===== src/rtl/alu_mdu_controller.sv =====
// alu_mdu_controller
//   Decodes single-cycle ALU operations into a 3-bit ALU control word. It also
//   runs a multi-cycle multiply/divide unit (MDU) that writes the HI/LO result
//   registers.
//
//   MDU sequence (cycle 0 is the IDLE cycle that accepts the op):
//     IDLE (0) -> RUN (1..WIDTH) -> FIX (WIDTH+1) -> DONE (WIDTH+2) -> IDLE
//
//   Handshake: start qualifies alu_op/a/b. While stall is high, the issuer
//   must hold the instruction. An MDU op is taken at the edge that closes the
//   IDLE cycle in which start=1 and alu_op is a valid MDU code. done pulses
//   for one cycle when hi/lo hold the new result.
//
// Ports
//   clk, rst        rising-edge clock, synchronous active-high reset
//   alu_op[4:0]     bit4=0 ALU op, bit4=1 MDU op (10000..10011 valid)
//   start           instruction valid
//   a, b            operands (multiplicand/dividend, multiplier/divisor)
//   wr_hi, wr_lo    direct HI/LO write strobes, honoured only in IDLE
//   wdata           data for the direct writes
//   alu_ctr[2:0]    combinational ALU control
//   stall           combinational hold request
//   done            registered one-cycle MDU completion pulse
//   hi, lo          registered result registers
//   dbg_state[1:0]  current FSM state (0 IDLE, 1 RUN, 2 FIX, 3 DONE)
module alu_mdu_controller #(
  parameter int WIDTH = 32
) (
  input  logic             clk,
  input  logic             rst,
  input  logic [4:0]       alu_op,
  input  logic             start,
  input  logic [WIDTH-1:0] a,
  input  logic [WIDTH-1:0] b,
  input  logic             wr_hi,
  input  logic             wr_lo,
  input  logic [WIDTH-1:0] wdata,
  output logic [2:0]       alu_ctr,
  output logic             stall,
  output logic             done,
  output logic [WIDTH-1:0] hi,
  output logic [WIDTH-1:0] lo,
  output logic [1:0]       dbg_state
);

  localparam int CW = $clog2(WIDTH + 1);
  localparam logic [CW-1:0] CNT_LOAD = CW'(WIDTH);
  localparam logic [CW-1:0] CNT_ONE  = CW'(1);

  typedef enum logic [1:0] {S_IDLE, S_RUN, S_FIX, S_DONE} state_t;

  state_t          state, state_nx;
  logic [CW-1:0]   cnt;
  logic            op_div;   // 1: divide, 0: multiply
  logic            neg_q;    // negate product (mult) or quotient (div)
  logic            neg_r;    // negate remainder (div only)
  logic [WIDTH-1:0] acc;     // product high half / partial remainder
  logic [WIDTH-1:0] wrk;     // multiplier->product low / dividend->quotient
  logic [WIDTH-1:0] opm;     // multiplicand / divisor magnitude

  logic mdu_valid, accept;
  assign mdu_valid = alu_op[4] && (alu_op[3:2] == 2'b00);
  assign accept    = (state == S_IDLE) && start && mdu_valid;
  assign dbg_state = state;

  // ALU control decode
  always_comb begin
    alu_ctr = 3'd0;
    if (!alu_op[4]) begin
      case (alu_op[3:0])
        4'd0, 4'd1, 4'd14, 4'd15: alu_ctr = 3'd7;
        4'd4:                     alu_ctr = 3'd4;
        4'd5, 4'd7:               alu_ctr = 3'd5;
        4'd6:                     alu_ctr = 3'd2;
        4'd8:                     alu_ctr = 3'd3;
        4'd9:                     alu_ctr = 3'd1;
        4'd10, 4'd11:             alu_ctr = 3'd6;
        default:                  alu_ctr = 3'd0;
      endcase
    end
  end

  assign stall = accept || (state == S_RUN) || (state == S_FIX);

  // Next state
  always_comb begin
    state_nx = state;
    case (state)
      S_IDLE: if (accept) state_nx = S_RUN;
      S_RUN:  if (cnt == CNT_ONE) state_nx = S_FIX;
      S_FIX:  state_nx = S_DONE;
      S_DONE: state_nx = S_IDLE;
      default: state_nx = S_IDLE;
    endcase
  end

  // Operand capture: signed ops become magnitudes plus sign flags.
  logic             is_signed, sa, sb;
  logic [WIDTH-1:0] mag_a, mag_b;
  assign is_signed = ~alu_op[0];
  assign sa    = is_signed & a[WIDTH-1];
  assign sb    = is_signed & b[WIDTH-1];
  assign mag_a = sa ? -a : a;
  assign mag_b = sb ? -b : b;

  // One iteration of shift-add multiply / restoring shift-subtract divide.
  logic [WIDTH:0] mul_sum, rem_sh, diff;
  assign mul_sum = {1'b0, acc} + (wrk[0] ? {1'b0, opm} : '0);
  assign rem_sh  = {acc, wrk[WIDTH-1]};
  assign diff    = rem_sh - {1'b0, opm};

  // Sign correction applied in FIX
  logic [2*WIDTH-1:0] prod, prod_fix;
  logic [WIDTH-1:0]   quo_fix, rem_fix;
  assign prod     = {acc, wrk};
  assign prod_fix = neg_q ? -prod : prod;
  assign quo_fix  = neg_q ? -wrk : wrk;
  assign rem_fix  = neg_r ? -acc : acc;

  always_ff @(posedge clk) begin
    if (rst) begin
      state  <= S_IDLE;
      cnt    <= '0;
      op_div <= 1'b0;
      neg_q  <= 1'b0;
      neg_r  <= 1'b0;
      acc    <= '0;
      wrk    <= '0;
      opm    <= '0;
      done   <= 1'b0;
    end else begin
      state <= state_nx;
      done  <= (state == S_FIX);
      if (accept) begin
        cnt    <= CNT_LOAD;
        op_div <= alu_op[1];
        acc    <= '0;
        neg_r  <= sa;
        if (alu_op[1]) begin
          wrk   <= mag_a;
          opm   <= mag_b;
          // Divide by zero keeps an all-ones quotient unsigned.
          neg_q <= (sa ^ sb) && (b != '0);
        end else begin
          wrk   <= mag_b;
          opm   <= mag_a;
          neg_q <= sa ^ sb;
        end
      end else if (state == S_RUN) begin
        cnt <= cnt - CNT_ONE;
        if (op_div) begin
          if (!diff[WIDTH]) begin
            acc <= diff[WIDTH-1:0];
            wrk <= {wrk[WIDTH-2:0], 1'b1};
          end else begin
            acc <= rem_sh[WIDTH-1:0];
            wrk <= {wrk[WIDTH-2:0], 1'b0};
          end
        end else begin
          acc <= mul_sum[WIDTH:1];
          wrk <= {mul_sum[0], wrk[WIDTH-1:1]};
        end
      end
    end
  end

  // HI/LO: direct writes in IDLE, MDU result at the closing edge of FIX.
  always_ff @(posedge clk) begin
    if (rst) begin
      hi <= '0;
      lo <= '0;
    end else if (state == S_FIX) begin
      if (op_div) begin
        hi <= rem_fix;
        lo <= quo_fix;
      end else begin
        hi <= prod_fix[2*WIDTH-1:WIDTH];
        lo <= prod_fix[WIDTH-1:0];
      end
    end else if (state == S_IDLE) begin
      if (wr_hi) hi <= wdata;
      if (wr_lo) lo <= wdata;
    end
  end

endmodule


===== config.mk =====
export PLATFORM = sky130hd
export DESIGN_NAME = alu_mdu_controller
export DESIGN_NICKNAME = d
export VERILOG_FILES = /design/src/rtl/alu_mdu_controller.sv
export SDC_FILE = /design/constraint.sdc
export NUM_CORES = 1
export LEC_CHECK = 0
export ABC_AREA = 1
export CAP_MARGIN = 15
export CORE_UTILIZATION = 35
export DETAILED_ROUTE_END_ITERATION = 6
export PLACE_DENSITY = 0.64
export SETUP_SLACK_MARGIN = 0.4
export SYNTH_ARGS = -nofsm -noshare
export SYNTH_HDL_FRONTEND = slang
export SYNTH_SLANG_ARGS = --single-unit

===== constraint.sdc =====
create_clock -name clk -period 2.3 [get_ports clk]
set_input_delay 0.46 -clock clk [delete_from_list [all_inputs] [get_ports clk]]
set_output_delay 0.46 -clock clk [all_outputs]
set_load 0.1 [all_outputs]

==> results by group <==
Status
  • Status: finished with violations
  • Failing checks: setup timing

Yosys
  • Syn_nets: 3497
  • Synth async-reset ratio: 0%
  • Sequential area share after synthesis: approximately a fifth
  • Synth Flop Type: dfxtp_1
  • Netlist area before placement: ~18000 µm²
  • Cells after Synth: ~3300
  • Commonest cells in the netlist: nand2_1, inv_1, nor2_1
  • Synth top area share: between 20% and 30%
  • Most common cell in the synthesized netlist: nand2_1
  • Number of synthesized flops with an enable pin: 0
  • Yosys cell types: 55
  • Area contributors post-synth: nand2_1, dfxtp_1, inv_1
  • Synth Area per Inst: 5.47 µm²
  • Synth warnings: 0
  • Yosys top cell by area: nand2_1
  • Seq cells post-synth: about 170

Cells and area
  • Sequential cell area: around 3500 µm²
  • Final Non-Filler Cells: 4662
  • Share of cells above drive strength 1: about 34%
  • Nets: approximately 4200
  • Layout overhead on the synthesized area: 56.9%
  • Final core occ: 55.6%
  • ANT cells: 0
  • Multi-input gate area: between 15000 and 20000 µm²
  • Layout filler cell count: 4994

Drt
  • Detailed Routing Iterations Pass 1: 6
  • Routed WL: 88.2 mm
  • Wire per inst: 18.9 µm
  • Routed vias/inst: 5.22
  • # DRC: 0
  • Via count: between 20000 and 25000
  • Initial detailed-routing violation count: between 2000 and 2500
  • Final ANT Viol Nets: 0

Pwr
  • Power Total: 38.5 mW
  • Pleak: between 10 and 15 nW
  • Pwr dens: roughly 1400 nW/µm²
  • Peak supply drop: approximately 900 µV

Clock network
  • Max Root-Sink Buffers: 2
  • Worst-Skew Late Latency: approximately 480 ps
  • # hold bufs at CTS: 0
  • CTS tree: built
  • Clock tree root driver cell: clkbuf_16
  • Inserted Clock Buffers: 17
  • H-tree depth: 4
  • Sink Count: 172
  • CTS clk-pin slew, worst paths: ~70 ps

Global routing
  • Largest net degree at the start of global routing: between 60 and 70
  • Total GRT Usage: a little under a third
  • Vias in the first global route: approximately 22000
  • Total global routing overflow: 0
  • First-pass GRT wire length: about 130 mm
  • Number of antenna violations at the first check in global routing: 1

Die
  • Die Ht: 230 µm
  • Die W: approximately 230 µm
  • Ports: 177
  • # rows: 83
  • Initial core utilization: 35.4%
  • Die ar.: 52700 µm²
  • Core Area: 51200 µm²

STA
  • Clk_skew: between 15 and 20 ps
  • RSZ-0062 raised after global routing: true
  • Max Clk Rate: between 400 and 500 MHz
  • Minimum clock period: 2410 ps
  • Slew HR: around 60%
  • Setup TNS: -279 ps
  • Final hold vios: 0
  • Final Cycle Share: 105%
  • Min setup slack post-route: -106 ps
  • Worst Tran Pin Value: between 500 and 600 ps
  • Setup violators final: 10
  • WHS: 486 ps
  • Final slew viol count: 0

Placed design
  • Placed insts: roughly 4600
  • GP Congestion: a little under 1
  • Port buffer count: 176
  • Post-DP HPWL: 69.3 mm

Worst setup path
  • Critical-path maximum fanout: 7
  • Data arrival, critical path: 2820 ps
  • Startpoint types: flip-flop
  • Worst EP required: ~2700 ps
  • Slowest cell on crit path: dfxtp_4
  • Worst stage delay on the critical path: about 400 ps
  • Crit end category: flip-flop
  • Setup Crit Path Kind: flip-flop to flip-flop
  • Crit-path cells: buf_12 > buf_8 > nand2_1 > inv_2 > ha_4 > nand2_4 > inv_4 > buf_4 > nand2_4 > nor3_4 > nand3_2 > nand3_1 > nand3_1 > nand2_1 > inv_1 > a21oi_2

Job
  • Max Cap Viol: 0

Hold path
  • Hold Crit Class: flip-flop to flip-flop
[worst max-delay path: cells and delay by family (launching register included)]
| kind | cells | cell delay, ps |
|---|---|---|
| buffers and inverters | 6 | 590 |
| AO/OA/AOI/OAI | 1 | 120 |
| adder cells (fa/ha/maj) | 1 | 310 |
| flip-flops | 1 | 400 |
| AND/OR/NAND/NOR | 8 | 920 |
[flip-flops by register name, summed over array words and instances (netlist names)]
register and count:
wrk 32, done 1, cnt 6, lo 32, opm 32, neg_r 1, op_div 1, hi 32
acc 32, neg_q 1, dbg_state 2
[cells in the final DEF (no fill, tap or decap), drive strengths merged, types with 72 or more instances in the layout]
cell type / synthesis / final
clkdlybuf4s50: 0 / 100
dfxtp: 172 / 172
inv: 522 / 523
o21ai: 268 / 268
nand3: 231 / 231
ha: 73 / 73
nand2: 1182 / 1186
xor2: 72 / 72
nor2: 270 / 270
a21oi: 164 / 164
buf: 42 / 633
[stage by stage]
stage	cell area (µm²)	worst slack (ps)
final	28400	-106
after global routing	28400	-184
after CTS	26400	6.13
after detailed placement	24400	-280
after global placement	24400	-293
after floorplan	18400	183
[where the power goes]
group | leakage, nW | internal [mW] | switching, mW
sequential | 1.43 | 3.83 | 0.955
clock | 0.274 | 1.44 | 1.44
combinational | 12.3 | 11.2 | 19.7
[cell families (layout without fill, tap and decap cells)]
kind of cell | Yosys count | count (layout) | share of synthesized area, %
fa+ha+maj | 75 | 75 | 5.26
buf+inv | 637 | 1299 | 13.6
xor+xnor | 81 | 81 | 3.91
compound gates | 532 | 532 | 16.4
flops | 172 | 172 | 19.0
simple gates | 1819 | 1823 | 41.9
[per-layer routing]
metal / GRT usage (%) / wire [µm]
met1: 43.7 / 38400
met2: 49.0 / 39000
met3: 4.13 / 6800
met4: 13.8 / 3980
met5: 0 / 0
[repair_timing]
action	4_1_cts	5_1_grt
hold endpoints to repair	0	0
resized for setup	312	461
gates cloned	2	9
pin swaps	81	179
setup buffers	18	29
endpoints found under the setup margin	153	153
[cell type report]
type	instances	share of cell area, %
inverters	525	7.24
flip-flops and latches	172	12.4
clock buffers	19	1.56
repair buffers	742	22.4
multi-input cells	2511	53.0
clock inverters	13	0.369
well taps	680	2.99
[path summary, 6_finish.rpt]
check	startpoint	endpoint	slack, ps	cells past startpoint
min reg2reg	lo[0]$_SDFFE_PP0P_	lo[0]$_SDFFE_PP0P_	490	2
max reg2reg	wrk[0]$_SDFFE_PP0P_	acc[29]$_SDFFE_PP0P_	-110	16
min	lo[0]$_SDFFE_PP0P_	lo[0]$_SDFFE_PP0P_	490	2
max	wrk[0]$_SDFFE_PP0P_	acc[29]$_SDFFE_PP0P_	-110	16
Power figures use the tool's default switching activity.
